`src/rtl/decoder_pkg.sv`:
```
// Shared definitions for the round-robin decoder arbiter: default sizes,
// FSM state encoding and the rotating-priority winner search.
package decoder_pkg;

  localparam int DEF_N_REQ  = 8;
  localparam int DEF_SEL_W  = 3;
  localparam int DEF_HOLD_W = 4;

  typedef enum logic {
    IDLE  = 1'b0,
    GRANT = 1'b1
  } state_e;

  // First set bit of req scanning ptr, ptr+1, ... with wrap-around. Scanning
  // from the far end downward lets the closest hit overwrite earlier ones.
  function automatic logic [DEF_SEL_W-1:0] rr_pick(
    input logic [DEF_N_REQ-1:0] req,
    input logic [DEF_SEL_W-1:0] ptr
  );
    logic [DEF_SEL_W-1:0] idx;
    logic [DEF_SEL_W-1:0] win;
    win = ptr;
    for (int i = DEF_N_REQ - 1; i >= 0; i--) begin
      idx = ptr + DEF_SEL_W'(i);
      if (req[idx]) win = idx;
    end
    return win;
  endfunction

endpackage

```
`src/rtl/decoder3to8.sv`:
```
// Plain 3-to-8 one-hot decoder shared by the requesters.
module decoder3to8 (
  input  logic [2:0] sel,
  output logic [7:0] dec
);

  always_comb begin
    dec = 8'b0000_0001 << sel;
  end

endmodule

```
`src/rtl/rr_decoder_arbiter.sv`:
```
// Round-robin owner selection for a single shared 3-to-8 decoder; a grant
// ends on done, on withdrawal of the owner's request, or at the hold limit.
module rr_decoder_arbiter
  import decoder_pkg::*;
#(
  parameter int N_REQ  = DEF_N_REQ,
  parameter int SEL_W  = DEF_SEL_W,
  parameter int HOLD_W = DEF_HOLD_W
) (
  input  logic              clk,
  input  logic              rst_n,
  input  logic [N_REQ-1:0]  req,
  input  logic              done,
  input  logic [HOLD_W-1:0] hold_max,
  output logic [SEL_W-1:0]  sel,
  output logic              grant_valid,
  output logic [N_REQ-1:0]  gnt,
  output logic              busy,
  output logic              timeout
);

  state_e            state_q, state_d;
  logic [SEL_W-1:0]  ptr_q, ptr_d;
  logic [SEL_W-1:0]  sel_q, sel_d;
  logic              grant_valid_q, grant_valid_d;
  logic [HOLD_W-1:0] cnt_q, cnt_d;
  logic [HOLD_W-1:0] hold_q, hold_d;
  logic              timeout_q, timeout_d;

  logic              owner_req;
  logic              hold_hit;
  logic [N_REQ-1:0]  dec;

  assign owner_req = req[sel_q];
  assign hold_hit  = (hold_q != '0) && (cnt_q == hold_q - HOLD_W'(1));

  // NOTE: every variable gets its hold value before the case, so no path
  // through this block can leave one unassigned and infer a latch.
  always_comb begin
    state_d       = state_q;
    ptr_d         = ptr_q;
    sel_d         = sel_q;
    grant_valid_d = grant_valid_q;
    cnt_d         = cnt_q;
    hold_d        = hold_q;
    timeout_d     = 1'b0;

    case (state_q)
      IDLE: begin
        if (|req) begin
          sel_d         = rr_pick(req, ptr_q);
          grant_valid_d = 1'b1;
          cnt_d         = '0;
          hold_d        = hold_max;
          state_d       = GRANT;
        end
      end
      GRANT: begin
        if (done || !owner_req || hold_hit) begin
          ptr_d         = sel_q + SEL_W'(1);
          grant_valid_d = 1'b0;
          state_d       = IDLE;
          // Only a pure hold-limit release reports timeout; done wins ties.
          timeout_d     = !done && owner_req;
        end else if (cnt_q != '1) begin
          cnt_d = cnt_q + HOLD_W'(1);
        end
      end
    endcase
  end

  // NOTE: non-blocking assignments so every flop samples pre-edge values.
  always_ff @(posedge clk) begin
    if (!rst_n) begin
      state_q       <= IDLE;
      ptr_q         <= '0;
      sel_q         <= '0;
      grant_valid_q <= 1'b0;
      cnt_q         <= '0;
      hold_q        <= '0;
      timeout_q     <= 1'b0;
    end else begin
      state_q       <= state_d;
      ptr_q         <= ptr_d;
      sel_q         <= sel_d;
      grant_valid_q <= grant_valid_d;
      cnt_q         <= cnt_d;
      hold_q        <= hold_d;
      timeout_q     <= timeout_d;
    end
  end

  decoder3to8 u_dec (
    .sel (sel_q),
    .dec (dec)
  );

  assign sel         = sel_q;
  assign grant_valid = grant_valid_q;
  assign busy        = grant_valid_q;
  assign timeout     = timeout_q;
  assign gnt         = dec & {N_REQ{grant_valid_q}};

endmodule
```
`config.mk`:
```
export PLATFORM = sky130hd
export DESIGN_NAME = rr_decoder_arbiter
export DESIGN_NICKNAME = d
export VERILOG_FILES = /design/src/rtl/decoder_pkg.sv /design/src/rtl/decoder3to8.sv /design/src/rtl/rr_decoder_arbiter.sv
export SDC_FILE = /design/constraint.sdc
export NUM_CORES = 1
export LEC_CHECK = 0
export ABC_AREA = 1
export CORE_MARGIN = 2
export CORE_UTILIZATION = 55
export DETAILED_ROUTE_END_ITERATION = 16
export DONT_BUFFER_PORTS = 1
export HOLD_SLACK_MARGIN = 0.12
export PLACE_DENSITY_LB_ADDON = 0.08
export SLEW_MARGIN = 30
export SYNTH_ARGS = -nofsm -noshare
export SYNTH_HDL_FRONTEND = slang
export SYNTH_SLANG_ARGS = --single-unit
```
`constraint.sdc`:
```
create_clock -name clk -period 4.8 [get_ports clk]
set_clock_uncertainty 0.1 [all_clocks]
set_input_delay 0.96 -clock clk [delete_from_list [all_inputs] [get_ports clk]]
set_output_delay 0.96 -clock clk [all_outputs]
set_load 0.01 [all_outputs]
```
Yosys cells after proc, flatten, opt, wreduce, memory -nomap -nowiden
Cells that the tools add are included.
{ "op_classes": {"n_addsub": 10, "n_reduce_logical": 13, "n_div": 0, "order_cmp": 9, "bitwise": 2, "mux": 36, "eq_ne": 6, "shift": 1, "n_mul": 0} }
{ "op_table": {"columns": ["operator", "count"], "rows": [
  ["$lt 3x4->1 const B", 9],
  ["$bmux 1 s3", 9],
  ["$mux 3", 8],
  ["$mux 1", 13],
  ["$add 3x3->3 const B", 4],
  ["$mux 4", 3],
  ["$and 8x8->8", 1],
  ["$pmux 4 s2", 1],
  ["$reduce_or 8->1", 1],
  ["$shl 1x3->8 const A", 1],
  ["$add 3x1->3 const B", 2],
  ["$add 3x2->3 const B", 2],
  ["$reduce_and 2->1", 3],
  ["$reduce_and 3->1", 2],
  ["$add 4x1->4 const B", 1],
  ["$eq 4x4->1", 1],
  ["$ne 2x1->1 const B", 2],
  ["$ne 2x2->1 const B", 2],
  ["$ne 4x4->1 const B", 1],
  ["$pmux 1 s2", 2],
  ["$reduce_bool 4->1", 1],
  ["$sub 4x1->4 const B", 1],
  ["$logic_and 1x1->1", 2],
  ["$logic_not 1->1", 2],
  ["2 further kinds", 3]
]} }
{ "word_totals": {"romBits": 0, "input_bits": 15, "output_inout_bits": 14, "mem_bits_rw": 0, "register_bits": 17, "mem_count": 0, "latchBits": 0, "wordCells": 84} }

Depth between registers and ports, before layout
{ "depth": {"word_depth": 11, "ltp_mapped": 22, "mapped_depth_nobuf": 19} }

Cells and area by module
A second synthesis with hierarchy kept.
{ "hier_totals": {"cells_unflattened": 277, "hier_area_um2": 1709.1} }
{ "modules_own_cells": {"columns": ["module", "seq_area_each_um2", "instances", "area_per_inst_um2", "cells_each"], "rows": [
  ["rr_decoder_arbiter", 340.3, 1, 1652.8, 262],
  ["decoder3to8", 0.0, 1, 56.3, 15]
]} }

Worst setup path after synthesis
OpenSTA, ideal clock, no wires.
{ "synth_path": {"path_kind": "reg2reg", "startpoint": "reg ptr_q[0]", "endpoint": "reg sel_q[0] (netlist: sel[0])", "setup_ns": 0.109, "path_buffers": 3, "setup_slack_ns": 2.644, "path_stages_with_launch": 21, "required_time_ns": 4.591, "t_arrival_ns": 1.947, "synth_period_minus_slack_ns": 2.156, "cell_sequence": "dfxtp_1 -> buf_6 -> inv_4 -> buf_12 -> ha_1 -> buf_2 -> inv_2 -> nand3_1 -> nand3_2 -> nand2_1 -> nand2_1 -> nand2_1 -> nand2_1 -> nand2_1 -> nand2_1 -> nand2_1 -> nand2_1 -> nand2_1 -> nand3_1 -> nand2_1 -> inv_1"} }
{ "synth_between": {"elab_chain_len": 11, "word_cells_on_any_way": 31, "cone_classes": "add/sub: 7; mux: 24"} }
{ "synth_lines": {"columns": ["item", "line_no", "text"], "rows": [
  ["start: declaration", "rr_decoder_arbiter.sv:23", "logic [SEL_W-1:0] ptr_q, ptr_d;"],
  ["start signal: assignment", "rr_decoder_arbiter.sv:84", "ptr_q <= ptr_d;"],
  ["$add 3x3->3", "decoder_pkg.sv:24", "idx = ptr + DEF_SEL_W'(i);"],
  ["$bmux 1 s3", "decoder_pkg.sv:25", "if (req[idx]) win = idx;"],
  ["$mux 1 (implied by the code)", "decoder_pkg.sv:25", null],
  ["$mux 3 (7 in a row)", "decoder_pkg.sv:25", null],
  ["$mux 3 *", "decoder_pkg.sv:25", null],
  ["end signal: assignment", "rr_decoder_arbiter.sv:85", "sel_q <= sel_d;"],
  ["end: declaration", "rr_decoder_arbiter.sv:24", "logic [SEL_W-1:0] sel_q, sel_d;"]
]} }
Mark *: on every way between the ends. The rest lies on a longest branch, timed or not. The select of a mux whose other input is x is not followed.
A chain may end at the register's enable or synchronous reset.

Worst setup path in the final report
{ "layout_path": {"startpoint": "reg ptr_q[1]", "endpoint": "reg sel_q[0] (netlist: sel[0])"} }
Same word-level chain as after synthesis.

==> impl_metrics.py <==
metrics = {
    "drt": {
        "dr.pass1.iters": 4,
        "wl_met3_um": 150,
        "wl_per_cell_um": 13.3,
        "wl_met2_um": 1920,
        "post_drt_via_cell_ratio": 5.51,
        "met1Wirelength_um": 1780,
        "initialDrtViolationCount": 90,
        "ant_nets": 0,
        "vias": 1610,
        "drc_errors": 0,
        "highest_layer": "met4",
        "drt_wl_total_um": 3900,
    },
    "die": {
        "core_um2": 3000,
        "floorplan.die_area_um2": 3580,
        "rows": 20,
        "die_y_um": 59.9,
        "die_w_um": 59.9,
        "initial_core_util_pct": 57.2,
        "ios": 29,
    },
    "critical_path": {
        "crit_type": "flop to flop",
        "critPathTopFamily": "simple AND/OR/NAND/NOR gates",
        "critPathArrivalTime_ns": 2.76,
        "cpPeakStageDelay_ns": 0.63,
        "cp_common_cell": "nand2_1",
        "endpoint_kind": "flop",
        "cpMaxStageDelayCell": "dfxtp_1",
        "path_buf_inv": 3,
        "crit_fanout": 12,
        "startpoint_type": "flop",
        "worst-endpoint-required_ns": 4.90,
        "path_cells": "inv_2, ha_1, inv_2, nand3_1, nand3_2, nand2_1, nand2_1, nand2_1, nand2_1, nand2_1, nand2_1, nand2_1, nand2_1, nand2_1, nand3_1, nand2_1, inv_1",
    },
    "logic_synthesis": {
        "synthArstFlopShare_pct": 0,
        "syn_area_um2": 1720,
        "syn_inst": 263,
        "syn_nets": 288,
        "synth_edf_count": 0,
        "synth_cell_type_count": 34,
        "synth_ff_type": "dfxtp_1",
        "synth-seq-cells": 17,
        "avgSynthCellArea_um2": 6.53,
        "ys_warn_count": 0,
        "ys_seq_area_share_pct": 19.8,
    },
    "cts": {
        "hold_buffers": 0,
        "cts_buffers": 3,
        "cts_max_level": 1,
        "cts_tree": "built",
        "ctsRootBufferMaster": "clkbuf_4",
        "cts.sinks": 17,
        "path_clk_slew_ns": 0.09,
        "cts_setup_buffers": 0,
        "clockBufferDepth": 2,
        "post_cts_resized": 0,
        "insertion_delay_ns": 0.29,
    },
    "placement": {
        "dp_hpwl_um": 3140,
        "gp_congestion": 0.908,
        "place_area_um2": 1690,
        "portBuffers": 0,
    },
    "sta": {
        "setup_viol": 0,
        "timing.fmax_ghz": 0.375,
        "relSlewSlack_pct": 68.3,
        "hold_ws_ns": 0.397,
        "fin_crit_sh_pct": 55.5,
        "setup_tns_ns": 0,
        "fin_crit_ns": 2.66,
        "tightest_slew_ns": 0.475,
        "rsz0062_at_grt": "no",
        "maxSlewViolCount": 0,
        "hold_violations": 0,
    },
    "layout": {
        "num_antenna_cells": 0,
        "area_growth_pct": -0.219,
        "utilization_pct": 57.0,
        "final_common_cell": "nand2_1",
        "final_cell_mix": "nand2_1, inv_1, nor2_1",
        "n_fill_cell": 323,
        "num-nets-final": 285,
        "drive_gt1_share_pct": 16.2,
        "fin_area_um2": 1710,
    },
    "pwr": {
        "ir_drop_mv": 0.236,
        "leakagePower_nw": 0.847,
        "design_power_total_uw": 792,
        "power_density_nw_per_um2": 463,
    },
    "global_route": {
        "antenna_found_initial": 0,
        "grt_first_pass_wirelength_um": 6630,
        "grt_max_degree": 13,
        "grt-ovfl-total": 0,
        "first_global_vias": 1489,
        "grt_use_total_pct": 24.1,
    },
    "hold_path": {
        "hold_path_class": "flop to flop",
    },
    "outcome": {
        "status": "finished, final reports clean",
    },
    "run": {
        "drv_cap": 0,
    },
}
==> synth_stat cells (all sizes together) (2+ instances only) <==
library cell  number  area share [%]
nand2             72              19
nand3             42              17
inv               36             8.0
nor2              28             6.3
dfxtp             17              20
a21oi             15             4.6
o21ai             14             4.1
ha                10             7.3
buf                6             3.5
xnor2              5             2.6
xor2               4             2.5
o22ai              3             1.1
clkbuf             2            0.66
nor3               2            0.58
==> report_power, final <==
part	internal, mW	total [mW]	switching (mW)	leakage, nW
clock network	0.0323	0.0751	0.0428	0.0150
registers	0.164	0.218	0.0540	0.140
logic	0.176	0.499	0.323	0.692
total	0.373	0.792	0.420	0.847
==> layout make-up <==
type	count	area (µm²)	share of cell area [%]
Inverter	36	138	8.04
Sequential cell	17	340	19.9
Multi-Input combinational cell	202	1170	68.2
Clock buffer	4	26.3	1.53
Tap cell	33	41.3	2.41
==> worst reg2reg max path, stage by stage (launching register included) <==
cell,delay (ns)
dfxtp_1,0.63
inv_2,0.20
ha_1,0.54
inv_2,0.13
nand3_1,0.14
nand3_2,0.10
nand2_1,0.10
nand2_1,0.06
nand2_1,0.05
nand2_1,0.05
nand2_1,0.05
nand2_1,0.05
nand2_1,0.08
nand2_1,0.06
nand2_1,0.05
nand3_1,0.07
nand2_1,0.06
inv_1,0.04
==> cell families (layout without fill, tap and decap cells) <==
group,Yosys count,in the layout,synth area share [%]
adder cells (fa/ha/maj),10,10,7.29
XOR/XNOR,9,9,5.03
buffers and inverters,44,40,12.2
AND/OR/NAND/NOR,146,146,43.7
flip-flops,17,17,19.8
AO/OA/AOI/OAI,37,37,12.0
==> per-layer routing <==
| metal | up-vias | track usage, % |
|---|---|---|
| met5 | - | 0 |
| met3 | 6 | 1.95 |
| met1 | 729 | 31.1 |
| met2 | 37 | 42.2 |
| li1 | 838 | - |
| met4 | 0 | 7.62 |
==> final timing paths <==
kind,from,end,slack [ns],cells after the start
worst max-delay path,ptr_q[1],sel[0],2.14,17
worst min-delay path,hold_q[1],hold_q[1],0.40,2
worst max register to register,ptr_q[1],sel[0],2.14,17
worst min register to register,hold_q[1],hold_q[1],0.40,2
==> through the flow <==
| step | std cells | worst slack (ns) |
|---|---|---|
| after floorplan | 263 | 2.64 |
| after global placement | 288 | 2.17 |
| after detailed placement | 288 | 2.16 |
| after CTS | 292 | 2.14 |
| after global routing | 292 | 1.87 |
| final | 292 | 2.14 |
==> state kept, by name, summed over array words and instances (netlist names) <==
register	flops
cnt_q	4
hold_q	4
ptr_q	3
sel	3
busy	1
state_q	1
timeout	1
Power figures use the tool's default switching activity.
